### config.mk
export PLATFORM = sky130hd
export DESIGN_NAME = bcd_digit_ssd_cnt_flat
export DESIGN_NICKNAME = d
export VERILOG_FILES = /design/src/rtl/timer_ssd_pkg.sv /design/src/rtl/bcd_digit_ssd_cnt_if.sv /design/src/rtl/ssd_encoder.sv /design/src/rtl/bcd_digit_ssd_cnt.sv /design/src/flat_wrapper.sv
export SDC_FILE = /design/constraint.sdc
export NUM_CORES = 1
export LEC_CHECK = 0
export ABC_AREA = 1
export CAP_MARGIN = 0
export CELL_PAD_IN_SITES_DETAIL_PLACEMENT = 0
export CELL_PAD_IN_SITES_GLOBAL_PLACEMENT = 2
export CORE_MARGIN = 2
export CORE_UTILIZATION = 33
export DETAILED_ROUTE_END_ITERATION = 7
export DONT_BUFFER_PORTS = 1
export PLACE_DENSITY_LB_ADDON = 0.2
export SETUP_SLACK_MARGIN = 0.2
export SYNTH_ARGS = -nofsm -noshare
export SYNTH_HDL_FRONTEND = slang
export SYNTH_SLANG_ARGS = --single-unit
### constraint.sdc
create_clock -name clk -period 2.6 [get_ports clk]
set_input_delay 0.26 -clock clk [delete_from_list [all_inputs] [get_ports clk]]
set_output_delay 0.26 -clock clk [all_outputs]
set_load 0.05 [all_outputs]
### src/rtl/timer_ssd_pkg.sv
// Shared seven-segment constants and encoder function for every timer digit.
// Segment bit order is {g,f,e,d,c,b,a}, active-high before any polarity inversion.
package timer_ssd_pkg;

  localparam logic [6:0] SSD_ZERO  = 7'h3F;
  localparam logic [6:0] SSD_ONE   = 7'h06;
  localparam logic [6:0] SSD_TWO   = 7'h5B;
  localparam logic [6:0] SSD_THREE = 7'h4F;
  localparam logic [6:0] SSD_FOUR  = 7'h66;
  localparam logic [6:0] SSD_FIVE  = 7'h6D;
  localparam logic [6:0] SSD_SIX   = 7'h7D;
  localparam logic [6:0] SSD_SEVEN = 7'h07;
  localparam logic [6:0] SSD_EIGHT = 7'h7F;
  localparam logic [6:0] SSD_NINE  = 7'h6F;
  localparam logic [6:0] SSD_A     = 7'h77;
  localparam logic [6:0] SSD_B     = 7'h7C;
  localparam logic [6:0] SSD_C     = 7'h39;
  localparam logic [6:0] SSD_D     = 7'h5E;
  localparam logic [6:0] SSD_E     = 7'h79;
  localparam logic [6:0] SSD_F     = 7'h71;
  localparam logic [6:0] SSD_BLANK = 7'h00;

  function automatic logic [6:0] bcd_to_ssd(input logic [3:0] val);
    logic [6:0] seg;
    unique case (val)
      4'd0:    seg = SSD_ZERO;
      4'd1:    seg = SSD_ONE;
      4'd2:    seg = SSD_TWO;
      4'd3:    seg = SSD_THREE;
      4'd4:    seg = SSD_FOUR;
      4'd5:    seg = SSD_FIVE;
      4'd6:    seg = SSD_SIX;
      4'd7:    seg = SSD_SEVEN;
      4'd8:    seg = SSD_EIGHT;
      4'd9:    seg = SSD_NINE;
      4'd10:   seg = SSD_A;
      4'd11:   seg = SSD_B;
      4'd12:   seg = SSD_C;
      4'd13:   seg = SSD_D;
      4'd14:   seg = SSD_E;
      default: seg = SSD_F;
    endcase
    return seg;
  endfunction

endpackage

### src/rtl/bcd_digit_ssd_cnt_if.sv
// Control and status bundle of one counter digit; the digit itself is the slave.
interface bcd_digit_ssd_cnt_if;

  logic       cnt_en;
  logic       dir;
  logic       clr;
  logic       load;
  logic [3:0] load_val;
  logic       blank;
  logic [3:0] digit;
  logic       carry_out;
  logic       load_err;
  logic [6:0] ssd;

  modport master (
    output cnt_en, dir, clr, load, load_val, blank,
    input  digit, carry_out, load_err, ssd
  );

  modport slave (
    input  cnt_en, dir, clr, load, load_val, blank,
    output digit, carry_out, load_err, ssd
  );

endinterface

### src/rtl/ssd_encoder.sv
// Combinational 4-bit to seven-segment encoder with blanking and optional
// common-anode inversion, applied after blanking so "off" is inverted too.
module ssd_encoder
  import timer_ssd_pkg::*;
#(
  parameter bit SEG_ACT_LOW = 1'b0
) (
  input  logic [3:0] value,
  input  logic       blank,
  output logic [6:0] seg
);

  logic [6:0] seg_raw;

  always_comb begin
    seg_raw = blank ? SSD_BLANK : bcd_to_ssd(value);
    seg     = seg_raw ^ {7{SEG_ACT_LOW}};
  end

endmodule

### src/rtl/bcd_digit_ssd_cnt.sv
// Cascadable modulo-MOD up/down digit counter with load/clear, carry chain and
// a registered seven-segment output that always tracks the digit register.
module bcd_digit_ssd_cnt
  import timer_ssd_pkg::*;
#(
  parameter int unsigned MOD         = 10,
  parameter bit          SEG_ACT_LOW = 1'b0
) (
  input  logic                clk,
  input  logic                rst_n,
  bcd_digit_ssd_cnt_if.slave  bus
);

  localparam logic [3:0] MAX_VAL = 4'(MOD - 1);
  localparam logic [4:0] MOD_W   = 5'(MOD);

  logic [3:0] digit_q;
  logic [3:0] digit_d;
  logic [6:0] ssd_q;
  logic [6:0] ssd_d;
  logic       load_err_q;
  logic       load_oor;
  logic       at_limit;

  assign at_limit = bus.dir ? (digit_q == 4'd0) : (digit_q == MAX_VAL);
  // Only an effective load can flag an error; a simultaneous clear wins.
  assign load_oor = bus.load && !bus.clr && ({1'b0, bus.load_val} >= MOD_W);

  always_comb begin
    digit_d = digit_q;
    if (bus.clr) begin
      digit_d = 4'd0;
    end else if (bus.load) begin
      digit_d = load_oor ? MAX_VAL : bus.load_val;
    end else if (bus.cnt_en) begin
      if (at_limit) begin
        digit_d = bus.dir ? MAX_VAL : 4'd0;
      end else begin
        digit_d = bus.dir ? (digit_q - 4'd1) : (digit_q + 4'd1);
      end
    end
  end

  // Encoding the next digit keeps ssd in step with digit on the same edge.
  ssd_encoder #(
    .SEG_ACT_LOW (SEG_ACT_LOW)
  ) u_enc (
    .value (digit_d),
    .blank (bus.blank),
    .seg   (ssd_d)
  );

  always_ff @(posedge clk) begin
    if (!rst_n) begin
      digit_q    <= 4'd0;
      ssd_q      <= SSD_BLANK ^ {7{SEG_ACT_LOW}};
      load_err_q <= 1'b0;
    end else begin
      digit_q    <= digit_d;
      ssd_q      <= ssd_d;
      load_err_q <= load_oor;
    end
  end

  assign bus.digit     = digit_q;
  assign bus.ssd       = ssd_q;
  assign bus.load_err  = load_err_q;
  assign bus.carry_out = bus.cnt_en & ~bus.clr & ~bus.load & rst_n & at_limit;

endmodule

### src/flat_wrapper.sv
// flat-port wrapper written by rule: the top's interface ports become plain ports
module bcd_digit_ssd_cnt_flat import timer_ssd_pkg::*;
#(
  parameter int unsigned MOD         = 10,
  parameter bit          SEG_ACT_LOW = 1'b0
)
  (clk, rst_n, bus_cnt_en, bus_dir, bus_clr, bus_load, bus_load_val, bus_blank, bus_digit, bus_carry_out, bus_load_err, bus_ssd);
  bcd_digit_ssd_cnt_if bus_i ();
  input  logic clk;
  input  logic rst_n;
  input wire logic [$bits(bus_i.cnt_en)-1:0] bus_cnt_en;
  input wire logic [$bits(bus_i.dir)-1:0] bus_dir;
  input wire logic [$bits(bus_i.clr)-1:0] bus_clr;
  input wire logic [$bits(bus_i.load)-1:0] bus_load;
  input wire logic [$bits(bus_i.load_val)-1:0] bus_load_val;
  input wire logic [$bits(bus_i.blank)-1:0] bus_blank;
  output wire logic [$bits(bus_i.digit)-1:0] bus_digit;
  output wire logic [$bits(bus_i.carry_out)-1:0] bus_carry_out;
  output wire logic [$bits(bus_i.load_err)-1:0] bus_load_err;
  output wire logic [$bits(bus_i.ssd)-1:0] bus_ssd;
  assign bus_i.cnt_en = bus_cnt_en;
  assign bus_i.dir = bus_dir;
  assign bus_i.clr = bus_clr;
  assign bus_i.load = bus_load;
  assign bus_i.load_val = bus_load_val;
  assign bus_i.blank = bus_blank;
  assign bus_digit = bus_i.digit;
  assign bus_carry_out = bus_i.carry_out;
  assign bus_load_err = bus_i.load_err;
  assign bus_ssd = bus_i.ssd;
  bcd_digit_ssd_cnt #(.MOD(MOD), .SEG_ACT_LOW(SEG_ACT_LOW)) u_core (.clk(clk), .rst_n(rst_n), .bus(bus_i));
endmodule
* Yosys cells after proc, flatten, opt, wreduce, memory -nomap -nowiden
Memory sizes are Yosys's and may differ from the RTL's. A register that Yosys moved wholly into a read port is not among the register bits.
Cells that the tools add are included.
** Operators by class
- Add/sub/neg operators :: 2
- $lt $le $gt $ge :: 1
- Eq/ne operators :: 1
- Multiplexer cells :: 8
- Bitwise logic cells :: 7
- Reductions and logical operators :: 5
** Operator list (count)
- $mux W4 :: 7
- $add A4 B1 Y4 const B :: 1
- $and A1 B1 Y1 :: 4
- $eq A4 B4 Y1 const B :: 1
- $ge A4 B4 Y1 const B :: 1
- $logic_not A4 Y1 :: 1
- $sub A4 B1 Y4 const B :: 1
- $not A1 Y1 :: 3
- $logic_and A1 B1 Y1 :: 2
- $reduce_or A2 Y1 :: 1
- $logic_not A1 Y1 :: 1
- $mux W1 :: 1
** Word-level totals
- Register bits :: 5
- Bits in read-only memories :: 112
- Input port bits :: 11
- Output and inout port bits :: 13
- Logic and storage cells :: 27
- Memories kept :: 1
** Memory list
- (name not given) :: words 16, bits a word 7, read ports 1, clocked after Yosys merged registers in 1, write ports 0, line timer_ssd_pkg.sv:25 : unique case (val)

* Longest topological paths before layout
Gate-level depths: netlist of the first run.
- Depth after elaboration :: 6
- Depth in mapped cells :: 13
- Depth with buffers taken out :: 13

* Modules after synthesis
A second synthesis of the first run with hierarchy kept.
** Second synthesis, totals
- Cell total of the unflattened synthesis :: 152
- Area total of the unflattened synthesis :: 958.4 sq um
** By module, submodules not included
- bcd_digit_ssd_cnt :: times used 1, cells an instance 98, area an instance 638.1 sq um, seq. area each 240.2 sq um
- ssd_encoder :: times used 1, cells an instance 54, area an instance 320.3 sq um, seq. area each 0.0 sq um

* Worst setup path after synthesis of the first run
Ideal clock, no wire load.
- Kind :: register to output
- Start point :: reg u_core.digit_q[0] (netlist: u_core.bus.digit[0])
- End point :: out bus_carry_out
- Arrival time :: 2.512 ns
- Required time :: 2.340 ns
- Path slack :: -0.172 ns
- Cell stages (with the launch flop) :: 5
- Buffers on the path :: 0
- Cells stage by stage :: dfxtp_1 -> nand3_1 -> nand2_1 -> nand2_2 -> nor4_1
** Between the ends
- Word-level cells in the longest chain between the ends :: 3
- Elaborated cells on any way between the ends :: 4
- Those cells by class :: 1 x eq/ne; 1 x mux; 1 x bitwise; 1 x reduce/logical
** RTL lines
- start, declared :: line bcd_digit_ssd_cnt.sv:17 : logic [3:0] digit_q;
- start signal, assigned :: line bcd_digit_ssd_cnt.sv:59 : digit_q <= digit_d;
- $eq A4 B4 Y1 / $logic_not A4 Y1 (equally long branches) :: line bcd_digit_ssd_cnt.sv:25 : assign at_limit = bus.dir ? (digit_q == 4'd0) : (digit_q == MAX_VAL);
- $mux W1 * :: line bcd_digit_ssd_cnt.sv:25
- $and A1 B1 Y1 * :: line bcd_digit_ssd_cnt.sv:68 : assign bus.carry_out = bus.cnt_en & ~bus.clr & ~bus.load & rst_n & at_limit;
- end, declared :: line flat_wrapper.sv:18 : output wire logic [$bits(bus_i.carry_out)-1:0] bus_carry_out;
Mark *: on every way between the ends. The rest lies on a longest branch, timed or not.

* Worst setup path after layout of the first run
- Start point :: reg u_core.digit_q[0] (netlist: u_core.bus.digit[0])
- End point :: reg u_core.ssd_q[0] (netlist: u_core.bus.ssd[0])
** Between the ends
- Word-level cells in the longest chain between the ends :: 6
- Elaborated cells on any way between the ends :: 10
- Those cells by class :: 2 x add/sub; 1 x eq/ne; 6 x mux; 1 x reduce/logical
** RTL lines
- $add A4 B1 Y4, or another cell as far along :: line bcd_digit_ssd_cnt.sv:39 : digit_d = bus.dir ? (digit_q - 4'd1) : (digit_q + 4'd1);
- $mux W4 / $mux W1 (equally long branches) :: line bcd_digit_ssd_cnt.sv:39, bcd_digit_ssd_cnt.sv:25
- $mux W4 * :: line bcd_digit_ssd_cnt.sv:36 : if (at_limit) begin
- $mux W4 * :: line bcd_digit_ssd_cnt.sv:35 : end else if (bus.cnt_en) begin
- $mux W4 * :: line bcd_digit_ssd_cnt.sv:33 : end else if (bus.load) begin
- $mux W4 * :: line bcd_digit_ssd_cnt.sv:31 : if (bus.clr) begin
- net u_core.digit_d[1] :: line bcd_digit_ssd_cnt.sv:18 : logic [3:0] digit_d;
- end, declared :: line bcd_digit_ssd_cnt.sv:19 : logic [6:0] ssd_q;
Mark *: on every way through the listed nets, which the timed path passes. The rest lies on a longest branch.
A chain may end at the register's enable or synchronous reset.

==> results of run 1 <==
[synth_stat cells (2+ instances only)]
| cell type | number |
|---|---|
| a21oi_1 | 7 |
| a21oi_2 | 3 |
| dfxtp_1 | 12 |
| ha_1 | 9 |
| inv_1 | 18 |
| inv_2 | 2 |
| nand2_1 | 33 |
| nand2_2 | 5 |
| nand2_4 | 4 |
| nand3_1 | 16 |
| nand3_2 | 2 |
| nand3b_1 | 2 |
| nor2_1 | 19 |
| o21ai_0 | 4 |
[power by group]
part	switching (mW)	internal, mW
Combinational	0.105	0.0523
Sequential	0.0379	0.195
Clock	0.0574	0.0535
[state kept, by name (all words and copies together), names as in the netlist]
signal	count
u_core.bus.load_err	1
u_core.bus.digit	4
u_core.bus.ssd	7
[worst max-delay path: stages (launching register included)]
cell and delay (ns):
dfxtp_1 0.40, fa_1 0.57, nand3_1 0.10, a21oi_2 0.24, inv_1 0.15, ha_1 0.24
inv_1 0.12, nand3_1 0.08, nand2_1 0.08, nand2_1 0.05, a21oi_1 0.12
[stage by stage]
| stage | setup slack (ns) | cell area, um^2 | total power [mW] | std cells | utilization |
|---|---|---|---|---|---|
| floorplan | 0.372 | 980 | 0.362 | 142 | - |
| global placement | 0.472 | 1060 | 0.396 | 178 | 0.380 |
| detailed placement | 0.417 | 1060 | 0.395 | 178 | 0.380 |
| CTS | 0.376 | 1080 | 0.510 | 181 | 0.388 |
| global route | 0.204 | 1080 | 0.541 | 181 | 0.388 |
| finish | 0.382 | 1080 | 0.501 | 181 | 0.388 |
[cells in the final DEF (no fill, tap or decap), types with 2 or more instances in the layout]
master    Yosys  routed
a21oi_1       7       7
nand2_4       4       4
nand2_2       5       5
buf_4         0       5
nand3_2       2       2
nand2_1      33      33
nand3b_1      2       2
nand3_1      16      16
a21oi_2       3       3
ha_1          9       9
o21ai_0       4       4
dfxtp_1      12      12
inv_1        18      18
nor2_1       19      19
inv_2         2       2
clkbuf_4      0       3
[final timing paths]
kind | start | end | slack (ns) | cells past startpoint
max | u_core.bus.digit[0] | u_core.bus.ssd[0] | 0.38 | 10
min | bus_load_val[3] | u_core.bus.load_err | 0.15 | 2
max reg2reg | u_core.bus.digit[0] | u_core.bus.ssd[0] | 0.38 | 10
min reg2reg | u_core.bus.digit[3] | u_core.bus.digit[3] | 0.92 | 4
[layout make-up]
cell class                      instances  area [um^2]  area share
Timing Repair Buffer                    5         37.5      0.0348
Sequential cell                        12          240       0.223
Inverter                               20         75.1      0.0696
Tap cell                               31         38.8      0.0360
Multi-Input combinational cell        110          664       0.616
Clock buffer                            3         22.5      0.0209
[per-layer routing]
metal	GRT usage	wire (um)	vias to the layer above
li1	-	-	472
met1	0.206	1190	400
met2	0.223	984	9
met3	0.0440	63	2
met4	0.0399	12	0
met5	0	0	-
[cell families (layout without fill, tap and decap cells)]
family / count (synthesis) / in the layout / share of synthesized area
AND/OR/NAND/NOR: 82 / 82 / 0.404
buffers and inverters: 20 / 28 / 0.0771
AO/OA/AOI/OAI: 18 / 18 / 0.136
flip-flops: 12 / 12 / 0.247
adder cells (fa/ha/maj): 10 / 10 / 0.136
==> flow_metrics.py, run 1 <==
metrics = {
    "outcome": {
        "outcome": "completed",
    },
    "logic_synthesis": {
        "synth_nets": 163,
        "yosys-top-cells-area": "dfxtp_1 (25%), nand2_1 (13%), ha_1 (12%)",
        "syn_area_um2": 973,
        "synth_cells": 142,
        "dominantRegCellSynth": "dfxtp_1",
        "ys_types": 20,
        "synth_warnings": 0,
        "synth-edff-count": 0,
        "syn_avg_cell_area_um2": 6.86,
        "synth_largest_area_cell": "dfxtp_1",
        "synth_seq_cells": 12,
        "synthArstFlopShare": 0,
        "ys_seq_area_frac": 0.247,
        "synth.top_cell.area_share": 0.247,
    },
    "clock_network": {
        "hold_buffers": 0,
        "clkSlewWorstSetupHoldPaths_ns": 0.07,
        "tritoncts": "done",
        "post-cts-setup-buffer-count": 0,
        "cts_sinks": 12,
        "cts_made_buffers": 3,
        "cts_buffer_depth": 2,
        "htreeDepth": 1,
        "post_cts_resized": 0,
        "clk_latency_ns": 0.27,
        "root_buffer": "clkbuf_4",
    },
    "route": {
        "viasPerCell": 4.88,
        "ant_nets": 0,
        "drt-wirelength-per-cell_um": 12.5,
        "dr.pass1.iters": 4,
        "dr.first_iter.drc_count": 15,
        "wl_mm": 2.26,
        "drc": 0,
        "route.vias.total": 883,
    },
    "cells_and_area": {
        "areaGrowthSynthToFinish_pct": 10.8,
        "drive_gt1_frac": 0.180,
        "finalNetCount": 173,
        "fillers": 318,
        "antenna_cells": 0,
    },
    "pwr": {
        "vdd_drop_max_v": 0.000264,
        "p_per_area_mw_per_mm2": 465,
        "cellLeakagePower_nw": 0.543,
    },
    "timing": {
        "fmaxAchievable_ghz": 0.451,
        "post-route-period-util": 0.853,
        "slew_viol_final": 0,
        "max_slew_margin": 0.677,
        "min_period_ns": 2.22,
        "setup_viol": 0,
        "finClkSkew_ns": 0.00230,
        "tightest_slew_ns": 0.483,
        "setup-tns-final_ns": 0,
        "hold-worst-slack_ns": 0.154,
        "grt_setup_unrepaired": "no",
        "finalHoldViolCount": 0,
    },
    "place": {
        "gp_congestion": 0.776,
        "dpl.hpwl_mm": 1.83,
        "port_buffers": 0,
    },
    "job": {
        "maxCapViolations": 0,
    },
    "grt": {
        "grt_overflow_total": 0,
        "grt_max_degree": 11,
        "grt_pass1_wl_mm": 3.85,
        "grtUsageTotal": 0.148,
        "grt_pass1_vias": 850,
        "grt_antenna_before_repair": 0,
    },
    "die": {
        "core_mm2": 0.00278,
        "ios": 24,
        "die_h_um": 58.3,
        "die_w_um": 58.3,
        "core.rowCount": 19,
        "start_util": 0.350,
        "dieArea_mm2": 0.00340,
    },
    "worst_setup_path": {
        "cp_max_fo": 8,
        "endpoint_kind": "register",
        "cp.arrival_ns": 2.42,
        "crit_required_ns": 2.80,
        "worstSetupPathType": "register to register",
        "start_kind": "register",
    },
    "min_path": {
        "hold_path.class": "input port to register",
    },
}
Note: power is estimated with default switching activity, not from simulation.
==> run 2, diff against run 1 <==
--- a/config.mk
+++ b/config.mk
@@ -10,7 +10,7 @@
 export CELL_PAD_IN_SITES_DETAIL_PLACEMENT = 0
 export CELL_PAD_IN_SITES_GLOBAL_PLACEMENT = 2
 export CORE_MARGIN = 2
-export CORE_UTILIZATION = 33
+export CORE_UTILIZATION = 28
 export DETAILED_ROUTE_END_ITERATION = 7
 export DONT_BUFFER_PORTS = 1
 export PLACE_DENSITY_LB_ADDON = 0.2
==> run 2 against run 1 <==
  * Non-clock buffer count unchanged
  * Sequential power about the same
  * Final area up 2.6%
  * Register-to-register slack better by 0.08 ns
  * Setup slack better by 0.080 ns
  * Fmax up 3.8%
  * Power up 1.3%
  * Combinational power about the same
  * Sequential share of layout area down 0.44 points
  * Critical path type unchanged
  * Largest cell class unchanged
  * Highest routed layer unchanged
==> flow_metrics.py, run 2 (same netlist as run 1, synthesis figures left out) <==
metrics = {
    "min_path": {
        "whs_path_depth": 2,
        "holdPathEnd": "u_core.bus.load_err",
        "hp-start": "bus_load_val[3]",
        "hold_path.class": "input port to register",
    },
    "place": {
        "gp_congestion": 0.769,
        "dpl_worst_slack_ns": 0.392,
        "dpl.cell_count": 193,
        "dpl.hpwl_mm": 1.93,
        "port_buffers": 0,
    },
    "cells_and_area": {
        "largest_reg_flops": 7,
        "final_common_cell": "nand2_1",
        "final_cell_count_no_fill": 196,
        "layout_common_cells": "nand2_1 (33), nor2_1 (19), inv_1 (18)",
        "antenna_cells": 0,
        "drive_gt1_frac": 0.187,
        "fillers": 386,
        "areaGrowthSynthToFinish_pct": 13.6,
        "finalNetCount": 173,
        "final_util": 0.331,
    },
    "route": {
        "drc": 0,
        "wl_mm": 2.32,
        "dr.pass1.iters": 4,
        "route.vias.total": 902,
        "ant_nets": 0,
        "viasPerCell": 4.60,
        "drt-wirelength-per-cell_um": 11.8,
        "dr.first_iter.drc_count": 22,
    },
    "grt": {
        "grtUsageTotal": 0.130,
        "grt_antenna_before_repair": 0,
        "grt_overflow_total": 0,
        "grt_max_degree": 11,
        "grt_pass1_wl_mm": 4.08,
        "grt_pass1_vias": 858,
    },
    "worst_setup_path": {
        "r2r_start": "u_core.bus.digit[0]",
        "cp.depth": 10,
        "worstSetupPathType": "register to register",
        "cp_slowest_cell": "fa_1",
        "rrSetupSlack_ns": 0.46,
        "cp.arrival_ns": 2.34,
        "path_buf_inv": 2,
        "endpoint_kind": "register",
        "cpPeakStageDelay_ns": 0.55,
        "r2r_end": "u_core.bus.ssd[0]",
        "cp_max_fo": 8,
        "crit_required_ns": 2.81,
        "crit_start": "u_core.bus.digit[0]",
        "crit_chain": "fa_1 > nand3_1 > a21oi_4 > inv_1 > ha_1 > inv_1 > nand3_1 > nand2_1 > nand2_1 > a21oi_1",
        "critical-path-top-delay-family": "adder cells",
        "start_kind": "register",
        "worst-r2r-cell-count": 10,
    },
    "pwr": {
        "cellLeakagePower_nw": 0.544,
        "power_mw": 0.508,
        "vdd_drop_max_v": 0.000194,
        "p_per_area_mw_per_mm2": 459,
    },
    "timing": {
        "grt_setup_unrepaired": "no",
        "tightest_slew_ns": 0.482,
        "fmaxAchievable_ghz": 0.468,
        "setup-tns-final_ns": 0,
        "max_slew_margin": 0.678,
        "finalHoldViolCount": 0,
        "setup_viol": 0,
        "slew_viol_final": 0,
        "worst_slack_ns": 0.462,
        "post-route-period-util": 0.822,
        "finClkSkew_ns": 0.00716,
        "min_period_ns": 2.14,
    },
    "clock_network": {
        "tritoncts": "done",
        "cts_made_buffers": 3,
        "post-cts-setup-buffer-count": 0,
        "clk_latency_ns": 0.28,
        "htreeDepth": 1,
        "cts_sinks": 12,
        "root_buffer": "clkbuf_4",
        "clkSlewWorstSetupHoldPaths_ns": 0.08,
        "cts_buffer_depth": 2,
    },
    "die": {
        "core_mm2": 0.00334,
        "dieArea_mm2": 0.00396,
        "core.rowCount": 21,
        "ios": 24,
        "start_util": 0.292,
        "die_h_um": 63.0,
        "die_w_um": 63.0,
    },
    "job": {
        "maxCapViolations": 0,
    },
    "outcome": {
        "outcome": "completed",
    },
}
## run 2: cell counts in the layout (fill, tap and decap cells not counted)
Identical to the previous run, type by type.
## run 2: what timing repair did
action / CTS / global route
hold buffers: 0 / 0
endpoints found under the hold margin: 0 / 0
gates resized for setup: 0 / 2
endpoints found under the setup margin: 0 / 1
## run 2: where the power goes
group          internal, mW  switching (mW)  total [mW]  leakage [nW]
clock                0.0537          0.0625       0.116        0.0138
combinational        0.0530           0.106       0.159         0.432
sequential            0.196          0.0375       0.233        0.0991
total                 0.302           0.206       0.508         0.544
## run 2: worst max path at each step
stage	to	slack, ns
finish	u_core.bus.ssd[0]	0.46
global route	u_core.bus.ssd[0]	0.24
CTS	u_core.bus.ssd[0]	0.36
detailed placement	u_core.bus.ssd[0]	0.39
global placement	u_core.bus.ssd[0]	0.48
floorplan	u_core.bus.ssd[0]	0.37
## run 2: cell type report
cell class              count  area [um^2]  area share
clock buffers               3         22.5      0.0204
inverters                  20         75.1      0.0679
multi-input cells         110          672       0.607
flip-flops and latches     12          241       0.218
well taps                  46         57.6      0.0520
repair buffers              5         37.5      0.0339
## run 2: metal layers
metal / vias up / track usage / wire [um]
met1: 403 / 0.174 / 1100
li1: 474 / - / -
met2: 21 / 0.191 / 1030
met4: 0 / 0.0333 / 30
met5: - / 0 / 0
met3: 4 / 0.0523 / 158
## run 2: stage by stage
stage | hold slack, ns | area, um^2
2_1_floorplan | 0.422 | 980
3_3_place_gp | 0.443 | 1070
3_5_place_dp | 0.446 | 1070
4_1_cts | 0.145 | 1100
5_1_grt | 0.171 | 1110
6_report | 0.142 | 1110
==> run 3, diff against run 2 <==
==> constraint.sdc (replaced) <==
create_clock -name clk -period 2 [get_ports clk]
set_input_delay 0.2 -clock clk [delete_from_list [all_inputs] [get_ports clk]]
set_output_delay 0.2 -clock clk [all_outputs]
set_load 0.05 [all_outputs]
==> run 3 against run 2 <==
  * Via count rose by 1.1%
  * Count of clock-buffer cells in the layout increased by 1
  * Clock skew grew 0.0025 ns
  * Global-route usage is 0.35 points lower
  * Power is 47% higher
  * Register-to-register slack worse by 0.36 ns
  * Fmax rose by 12%
  * Wire length up 2.1%
  * Final area is 11% higher
  * Critical path depth unchanged
  * Die area unchanged
  * Sequential share of layout area decreased by 1.4 points
  * Highest routed layer unchanged
==> flow_metrics.py, run 3 (same netlist as run 1, synthesis figures left out) <==
metrics = {
    "timing": {
        "finalHoldViolCount": 0,
        "tightest_slew_ns": 0.489,
        "max_slew_margin": 0.674,
        "setup_viol": 0,
        "grt_setup_unrepaired": "yes",
        "setup-tns-final_ns": 0,
        "min_period_ns": 1.90,
        "post-route-period-util": 0.951,
        "fmaxAchievable_ghz": 0.526,
        "hold-worst-slack_ns": 0.0786,
        "finClkSkew_ns": 0.00963,
        "slew_viol_final": 0,
    },
    "clock_network": {
        "cts_sinks": 12,
        "clk_latency_ns": 0.28,
        "clkSlewWorstSetupHoldPaths_ns": 0.09,
        "tritoncts": "done",
        "cts_buffer_depth": 2,
        "hold_buffers": 0,
        "cts_made_buffers": 3,
        "root_buffer": "clkbuf_4",
        "htreeDepth": 1,
    },
    "grt": {
        "grt_pass1_wl_mm": 3.93,
        "grt_overflow_total": 0,
        "grt_max_degree": 11,
        "grt_antenna_before_repair": 0,
        "grtUsageTotal": 0.126,
        "grt_pass1_vias": 845,
    },
    "route": {
        "route.vias.total": 912,
        "ant_nets": 0,
        "dr.pass1.iters": 4,
        "wl_mm": 2.37,
        "dr.first_iter.drc_count": 30,
        "drc": 0,
        "viasPerCell": 4.51,
        "drt-wirelength-per-cell_um": 11.7,
    },
    "worst_setup_path": {
        "cp_max_fo": 5,
        "worstSetupPathType": "register to register",
        "cp.arrival_ns": 2.11,
        "start_kind": "register",
        "endpoint_kind": "register",
        "crit_required_ns": 2.21,
        "rrSetupSlack_ns": 0.1,
    },
    "pwr": {
        "p_sw_frac": 0.394,
        "cellLeakagePower_nw": 0.585,
        "power_mw": 0.745,
        "vdd_drop_max_v": 0.000212,
        "clockPowerShare": 0.275,
        "pwr-share-seq": 0.404,
        "p_int_mw": 0.452,
        "p_per_area_mw_per_mm2": 608,
        "p_sw_mw": 0.293,
        "combPwrFrac": 0.320,
    },
    "die": {
        "core_mm2": 0.00334,
        "die_w_um": 63.0,
        "core.rowCount": 21,
        "ios": 24,
        "start_util": 0.292,
        "die_h_um": 63.0,
        "dieArea_mm2": 0.00396,
    },
    "cells_and_area": {
        "fillers": 372,
        "final_common_cell": "nand2_1",
        "antenna_cells": 0,
        "final_cell_count_no_fill": 202,
        "layout_common_cells": "nand2_1 (32), nor2_1 (17), inv_1 (16)",
        "largest_reg_flops": 7,
        "drive_gt1_frac": 0.308,
        "areaGrowthSynthToFinish_pct": 25.8,
        "finalNetCount": 178,
    },
    "place": {
        "gp_congestion": 0.806,
        "dpl.cell_count": 196,
        "dpl.hpwl_mm": 1.96,
        "port_buffers": 0,
    },
    "outcome": {
        "outcome": "completed",
    },
    "min_path": {
        "hold_path.class": "input port to register",
    },
    "job": {
        "maxCapViolations": 0,
    },
}
## run 3: area by class of cell
cell class,instances,area (um^2),share of cell area
Clock buffer,4,36.3,0.0296
Inverter,20,80.1,0.0654
Multi-Input combinational cell,110,726,0.592
Sequential cell,12,250,0.204
Tap cell,46,57.6,0.0470
Timing Repair Buffer,10,75.1,0.0613
## run 3: worst paths after layout
| kind | from | to | cells past startpoint |
|---|---|---|---|
| max reg2reg | u_core.bus.digit[1] | u_core.bus.ssd[0] | 10 |
| min | bus_load_val[3] | u_core.bus.load_err | 2 |
| min reg2reg | u_core.bus.digit[2] | u_core.bus.digit[2] | 4 |
| max | u_core.bus.digit[1] | u_core.bus.ssd[0] | 10 |
## run 3: what timing repair did
item                                   4_1_cts  5_1_grt
setup endpoints to repair                    8        9
pin swaps                                    2        3
endpoints found under the hold margin        0        0
setup buffers                                1        1
gates resized for setup                      2        6
## run 3: metal layers
metal	vias up	wire length (um)	GRT usage
li1	487	-	-
met1	402	1270	0.181
met2	21	975	0.177
met3	2	108	0.0378
met4	0	18	0.0417
met5	-	0	0
## run 3: power by group through the flow
stage | sequential [mW] | combinational [mW] | clock (mW)
detailed placement | 0.307 | 0.226 | 0
global placement | 0.306 | 0.228 | 0
finish | 0.301 | 0.239 | 0.205
floorplan | 0.322 | 0.160 | 0
global route | 0.303 | 0.268 | 0.228
CTS | 0.301 | 0.231 | 0.214
## run 3: critical path, stage by stage (launching register included)
cell	delay [ns]
dfxtp_4	0.36
fa_1	0.51
nand3_2	0.10
a21oi_4	0.22
inv_4	0.08
ha_4	0.18
inv_4	0.06
nand3_2	0.05
nand2_1	0.07
nand2_1	0.05
a21oi_1	0.14
## run 3: through the flow
stage,area (um^2),worst slack (ns),utilization
CTS,1190,0.0806,0.358
finish,1220,0.0985,0.367
floorplan,1030,0.0837,-
global placement,1140,0.0909,0.343
detailed placement,1140,0.0960,0.343
global route,1220,-0.0183,0.367
